### src/rtl/axil_load_master.sv
// axil_load_master: AXI-Lite read initiator for the core's load path.
// Takes one load request at a time, issues a single AR/R transaction,
// extracts and extends the addressed byte/half/word from the 32-bit read
// beat and returns it over a valid/ready response channel with error status.
//
// Ports:
//   clk, reset          clock, synchronous active-high reset
//   req_*               load request (addr, size 0=B 1=H 2/3=W, signed)
//   resp_*              load response (data, err 00 ok/01 bus/10 misaligned/11 timeout)
//   m_ar*, m_r*         AXI-Lite read address and read data channels
//   busy                high whenever the master is not idle
module axil_load_master #(
  parameter int unsigned TIMEOUT_CYCLES = 255,
  parameter int unsigned CNT_W          = 8
) (
  input  logic        clk,
  input  logic        reset,
  input  logic        req_valid,
  output logic        req_ready,
  input  logic [31:0] req_addr,
  input  logic [1:0]  req_size,
  input  logic        req_signed,
  output logic        resp_valid,
  input  logic        resp_ready,
  output logic [31:0] resp_data,
  output logic [1:0]  resp_err,
  output logic [31:0] m_araddr,
  output logic        m_arvalid,
  input  logic        m_arready,
  input  logic        m_rvalid,
  output logic        m_rready,
  input  logic [31:0] m_rdata,
  input  logic [1:0]  m_rresp,
  output logic        busy
);

  localparam int unsigned DATA_W = 32;
  localparam int unsigned LANE_W = 16;

  localparam logic [1:0] ERR_OK  = 2'b00;
  localparam logic [1:0] ERR_BUS = 2'b01;
  localparam logic [1:0] ERR_MIS = 2'b10;
  localparam logic [1:0] ERR_TMO = 2'b11;

  // Last counter value before the cycle budget is used up.
  localparam logic             TMO_EN   = (TIMEOUT_CYCLES != 0);
  localparam logic [CNT_W-1:0] TMO_LAST = TMO_EN ? CNT_W'(TIMEOUT_CYCLES - 1) : '0;

  typedef enum logic [1:0] {
    S_IDLE = 2'd0,
    S_ADDR = 2'd1,
    S_DATA = 2'd2,
    S_RESP = 2'd3
  } state_e;

  state_e              state_q, state_d;
  logic [CNT_W-1:0]    cnt_q, cnt_d;
  logic [1:0]          addr_lo_q, addr_lo_d;
  logic [1:0]          size_q, size_d;
  logic                signed_q, signed_d;

  logic                req_ready_q, req_ready_d;
  logic                resp_valid_q, resp_valid_d;
  logic [DATA_W-1:0]   resp_data_q, resp_data_d;
  logic [1:0]          resp_err_q, resp_err_d;
  logic [31:0]         araddr_q, araddr_d;
  logic                arvalid_q, arvalid_d;
  logic                rready_q, rready_d;
  logic                busy_q, busy_d;

  logic                accept_c;
  logic                misalign_c;
  logic                expire_c;
  logic [4:0]          shamt_c;
  logic [LANE_W-1:0]   lane_c;
  logic [DATA_W-1:0]   ext_c;

  assign accept_c   = (state_q == S_IDLE) && req_valid && req_ready_q;
  // Reserved size 3 is treated as a word for alignment as well as extraction.
  assign misalign_c = ((req_size == 2'd1) && req_addr[0]) ||
                      (req_size[1] && (req_addr[1:0] != 2'b00));
  // Budget spent in ADDR+DATA counts the current cycle, hence TMO_LAST.
  assign expire_c   = TMO_EN && (cnt_q >= TMO_LAST);

  // Lane extraction from the read beat.
  assign shamt_c = {addr_lo_q, 3'b000};
  assign lane_c  = LANE_W'(m_rdata >> shamt_c);

  always_comb begin
    case (size_q)
      2'd0:    ext_c = {{24{signed_q & lane_c[7]}}, lane_c[7:0]};
      2'd1:    ext_c = {{16{signed_q & lane_c[15]}}, lane_c};
      default: ext_c = m_rdata;
    endcase
  end

  // State register.
  always_ff @(posedge clk) begin
    if (reset) begin
      state_q <= S_IDLE;
    end else begin
      state_q <= state_d;
    end
  end

  // Next-state logic; a handshake always wins over a simultaneous timeout.
  always_comb begin
    state_d = state_q;
    case (state_q)
      S_IDLE: begin
        if (accept_c) begin
          state_d = misalign_c ? S_RESP : S_ADDR;
        end
      end
      S_ADDR: begin
        if (m_arready) begin
          state_d = S_DATA;
        end else if (expire_c) begin
          state_d = S_RESP;
        end
      end
      S_DATA: begin
        if (m_rvalid) begin
          state_d = S_RESP;
        end else if (expire_c) begin
          state_d = S_RESP;
        end
      end
      S_RESP: begin
        if (resp_ready) begin
          state_d = S_IDLE;
        end
      end
      default: state_d = S_IDLE;
    endcase
  end

  // Output and datapath next values; handshake flags follow the next state
  // so that every output is a flop.
  always_comb begin
    req_ready_d  = (state_d == S_IDLE);
    arvalid_d    = (state_d == S_ADDR);
    rready_d     = (state_d == S_DATA);
    resp_valid_d = (state_d == S_RESP);
    busy_d       = (state_d != S_IDLE);

    araddr_d     = araddr_q;
    resp_data_d  = resp_data_q;
    resp_err_d   = resp_err_q;
    addr_lo_d    = addr_lo_q;
    size_d       = size_q;
    signed_d     = signed_q;
    cnt_d        = cnt_q;

    case (state_q)
      S_IDLE: begin
        if (accept_c) begin
          addr_lo_d = req_addr[1:0];
          size_d    = req_size;
          signed_d  = req_signed;
          cnt_d     = '0;
          if (misalign_c) begin
            resp_data_d = '0;
            resp_err_d  = ERR_MIS;
          end else begin
            araddr_d = req_addr;
          end
        end
      end
      S_ADDR: begin
        cnt_d = cnt_q + CNT_W'(1);
        if (!m_arready && expire_c) begin
          resp_data_d = '0;
          resp_err_d  = ERR_TMO;
        end
      end
      S_DATA: begin
        cnt_d = cnt_q + CNT_W'(1);
        if (m_rvalid) begin
          resp_data_d = ext_c;
          resp_err_d  = (m_rresp != 2'b00) ? ERR_BUS : ERR_OK;
        end else if (expire_c) begin
          resp_data_d = '0;
          resp_err_d  = ERR_TMO;
        end
      end
      S_RESP: begin
        if (resp_ready) begin
          resp_data_d = '0;
          resp_err_d  = ERR_OK;
        end
      end
      default: ;
    endcase
  end

  // Output and datapath registers.
  always_ff @(posedge clk) begin
    if (reset) begin
      req_ready_q  <= 1'b0;
      arvalid_q    <= 1'b0;
      rready_q     <= 1'b0;
      resp_valid_q <= 1'b0;
      busy_q       <= 1'b0;
      araddr_q     <= '0;
      resp_data_q  <= '0;
      resp_err_q   <= ERR_OK;
      addr_lo_q    <= '0;
      size_q       <= '0;
      signed_q     <= 1'b0;
      cnt_q        <= '0;
    end else begin
      req_ready_q  <= req_ready_d;
      arvalid_q    <= arvalid_d;
      rready_q     <= rready_d;
      resp_valid_q <= resp_valid_d;
      busy_q       <= busy_d;
      araddr_q     <= araddr_d;
      resp_data_q  <= resp_data_d;
      resp_err_q   <= resp_err_d;
      addr_lo_q    <= addr_lo_d;
      size_q       <= size_d;
      signed_q     <= signed_d;
      cnt_q        <= cnt_d;
    end
  end

  assign req_ready  = req_ready_q;
  assign resp_valid = resp_valid_q;
  assign resp_data  = resp_data_q;
  assign resp_err   = resp_err_q;
  assign m_araddr   = araddr_q;
  assign m_arvalid  = arvalid_q;
  assign m_rready   = rready_q;
  assign busy       = busy_q;

endmodule

### config.mk
export PLATFORM = sky130hd
export DESIGN_NAME = axil_load_master
export DESIGN_NICKNAME = d
export VERILOG_FILES = /design/src/rtl/axil_load_master.sv
export SDC_FILE = /design/constraint.sdc
export NUM_CORES = 1
export LEC_CHECK = 0
export CORE_MARGIN = 4
export CORE_UTILIZATION = 40
export DETAILED_ROUTE_END_ITERATION = 12
export GPL_ROUTABILITY_DRIVEN = 1
export GPL_TIMING_DRIVEN = 0
export PLACE_DENSITY = 0.76
export SLEW_MARGIN = 15
export SYNTH_ARGS = -nofsm -noshare
export SYNTH_HDL_FRONTEND = slang
export SYNTH_SLANG_ARGS = --single-unit
### constraint.sdc
create_clock -name clk -period 1.89 [get_ports clk]
set_input_delay 0.378 -clock clk [delete_from_list [all_inputs] [get_ports clk]]
set_output_delay 0.378 -clock clk [all_outputs]
set_load 0.03 [all_outputs]
==> results of run 1 <==
-- cell usage after synthesis, types with 2 or more instances --
master / count
a21oi_1: 46
a221oi_1: 3
a22o_1: 8
a2bb2oi_1: 15
a32o_1: 16
and3_1: 4
and4_1: 2
buf_1: 3
buf_2: 6
buf_4: 2
buf_6: 2
clkbuf_1: 20
dfxtp_1: 86
ha_1: 6
inv_1: 6
mux2_2: 2
mux2i_1: 17
nand2_1: 99
nand2b_1: 19
nand3_1: 5
nor2_1: 14
nor2b_1: 5
o2111ai_1: 3
o211ai_1: 8
o21ai_0: 8
o221ai_1: 7
or3_1: 4
xor2_1: 5
-- through the flow --
step	setup slack, ns	cell area, sq um	power [mW]	hold WS, ns
6_report	0.0180	5910	5.58	0.456
3_5_place_dp	-0.596	5530	3.96	0.448
4_1_cts	-0.0755	5800	5.47	0.460
2_1_floorplan	0.0109	3910	3.29	0.450
5_1_grt	-0.0521	5910	5.87	0.477
3_3_place_gp	-0.600	5530	3.93	0.441
-- area by class of cell --
type,instances,area [sq um],share of cell area
multi-input combinational,317,2090,0.354
sequential,86,1730,0.293
timing repair buffer,154,1530,0.259
buffer,32,174,0.0294
tap,129,161,0.0273
clock buffer,9,124,0.0210
clock inverter,7,77.6,0.0131
inverter,6,22.5,0.00381
-- path summary, 6_finish.rpt --
path | from | to | slack [ns]
hold / removal | m_araddr[4] | m_araddr[4] | 0.46
setup reg to reg | state_q[1] | req_ready | 0.02
setup / recovery | state_q[1] | req_ready | 0.02
hold reg to reg | m_araddr[4] | m_araddr[4] | 0.46
-- registers in the layout, summed over array words and instances (netlist names) --
name,flops
m_arvalid,1
busy,1
cnt_q,8
addr_lo_q,2
size_q,2
m_rready,1
state_q,2
resp_data,32
signed_q,1
req_ready,1
resp_valid,1
resp_err,2
m_araddr,32
-- worst reg2reg max path: stages, from the launching register on --
cell	delay [ns]
dfxtp_4	0.37
buf_6	0.12
ha_4	0.14
nor2b_4	0.13
or4_4	0.53
a32oi_4	0.28
and4_1	0.25
-- cells by family after synthesis --
family	count (synthesis)	synth area share
DFF	86	0.440
muxes	20	0.0550
and+or+nand+nor	158	0.184
xor gates and xnor gates	5	0.0112
AOI/OAI and AO/OA	128	0.245
adders and majority gates	6	0.0192
buffers and inverters	39	0.0451
-- timing repair --
| item | 4_1_cts | 5_1_grt |
|---|---|---|
| setup endpoints to repair | 67 | 68 |
| hold endpoints to repair | 0 | 0 |
| gates resized for setup | 20 | 28 |
| pin swaps | 2 | 5 |
| setup buffers | 4 | 5 |
| hold buffers | 0 | 0 |
| cloned | 0 | 0 |
-- where the power goes --
part,total (mW),switching [mW],internal [mW]
Clock,1.36,0.729,0.628
Combinational,2.15,1.18,0.967
Sequential,2.08,0.102,1.97
Total,5.58,2.01,3.57
-- layer usage --
| layer | part of all wire | wire length, um | vias to the layer above |
|---|---|---|---|
| met4 | 0.017 | 213 | 0 |
| met3 | 0.11 | 1380 | 21 |
| met5 | 0 | 0 | - |
| li1 | - | - | 1925 |
| met2 | 0.46 | 5620 | 186 |
| met1 | 0.41 | 5060 | 1827 |
==> flow_summary_export.csv, run 1 <==
group,metric,value,unit
worst_setup_path,critical_path_depth,6,
route,drc_errors,0,
logic_synthesis,synth-seq-cells,86,
global_routing,grt_pass1_wl,19100,um
clock_network,tritoncts,"done",
layout,n_fill_cell,836,
global_routing,grt-ovfl-total,0,
clock_network,clk_path_buf_depth,2,
floorplan,ioPinCount,146,
placement,routabilityCongestion,0.891,
route,vias,3959,
placement,placed_cells,716,
route,firstDrtPassIters,5,
worst_setup_path,path_cells,"buf_6 -> ha_4 -> nor2b_4 -> or4_4 -> a32oi_4 -> and4_1",
clock_network,htree_levels,3,
logic_synthesis,syn-cell-area,0.00391,sq mm
global_routing,antenna_found_initial,0,
logic_synthesis,yosys_warnings,0,
power_and_ir_drop,ir_drop,598,uV
timing,max_freq,534,MHz
clock_network,clock-sinks,86,
layout,area_delta_synth_final,51.2,%
timing,clock-skew-final,0.0125,ns
floorplan,die_height,107,um
logic_synthesis,ys.flop_type,"dfxtp_1",
worst_setup_path,reg2reg_depth,6,
worst_setup_path,critPathCaptureType,"flip-flop",
timing,fin_crit,1.87,ns
worst_setup_path,path_buf_inv,1,
timing,slew_headroom,0.672,
route,via_per_inst,5.35,
status,status,"finished, final reports clean",
worst_setup_path,path_class,"reg2reg",
worst_setup_path,crit_slowest_cell,"or4_4",
route,routedWlPerCell,16.6,um
hold_path,whs_path_depth,2,
logic_synthesis,synth_top_area_frac,0.440,
layout,drive_gt1_frac,0.116,
global_routing,grtUsageTotal,0.208,
layout,layout_common_cells,"clkdlybuf4s50_1 (144), nand2_1 (99), dfxtp_1 (82)",
layout,final_core_util,0.631,
worst_setup_path,crit_path_start_kind,"flip-flop",
global_routing,grt_use_met2,0.346,
floorplan,row_count,35,
flow_run,drv_cap,0,
clock_network,insertion_delay,0.36,ns
route,wl,12300,um
timing,finalHoldViolations,0,
clock_network,clk_pin_slew,0.10,ns
layout,num_antenna_cells,0,
global_routing,met3_usage,0.0915,
logic_synthesis,synth_cells,442,
worst_setup_path,crit_family,"simple AND/OR/NAND/NOR gates",
logic_synthesis,synth-seq-area-share,0.440,
placement,dp_hpwl,9120,um
clock_network,cts_inserted_buffers,9,
timing,setup_tns,0,ns
logic_synthesis,synth_area_leader_cell,"dfxtp_1",
power_and_ir_drop,leakage,2.10,nW
global_routing,first_global_vias,3969,
floorplan,die-width,107,um
route,initialDrtViolationCount,194,
timing,finalCritPeriodShare,0.990,
timing,worstMarginPinSlew,0.492,ns
hold_path,hp-class,"reg2reg",
floorplan,fp.dieArea,0.0114,sq mm
logic_synthesis,ys_types,49,
layout,fin_cells,740,
logic_synthesis,synthTopCellsByArea,"dfxtp_1 (44%), nand2_1 (9.5%), a21oi_1 (5.9%)",
worst_setup_path,cp_max_fo,6,
timing,rsz0062_at_grt,"true",
worst_setup_path,crit_required,2.18,ns
layout,nets,687,
logic_synthesis,async_reset_ff_frac,0,
logic_synthesis,syn_avg_cell_area,8.85,sq um
timing,drv_slew,0,
power_and_ir_drop,pwr_density_cell,944,mW/mm^2
placement,portBuffers,145,
global_routing,grtUsageMet1,0.239,
timing,setup_viol,0,
floorplan,coreArea,0.00937,sq mm
global_routing,grt_busiest_layer,"met2",
clock_network,ctsRootBufferMaster,"clkbuf_8",
floorplan,initial_core_util,0.417,
route,ant_nets,0,
worst_setup_path,worst_path_largest_cell_delay,0.53,ns
global_routing,grt_max_degree,17,
logic_synthesis,synth_edf_count,0,
logic_synthesis,synth_nets,523,
layout,final_common_cell,"clkdlybuf4s50_1",
worst_setup_path,crit_arrival,2.17,ns
Note: power is estimated with default switching activity, not from simulation.
==> inputs of run 2 (changes only) <==
- SLEW_MARGIN: 15 -> not set
==> results of run 2 <==
No change in the layout: final DEF, timing and power equal those of run 1.
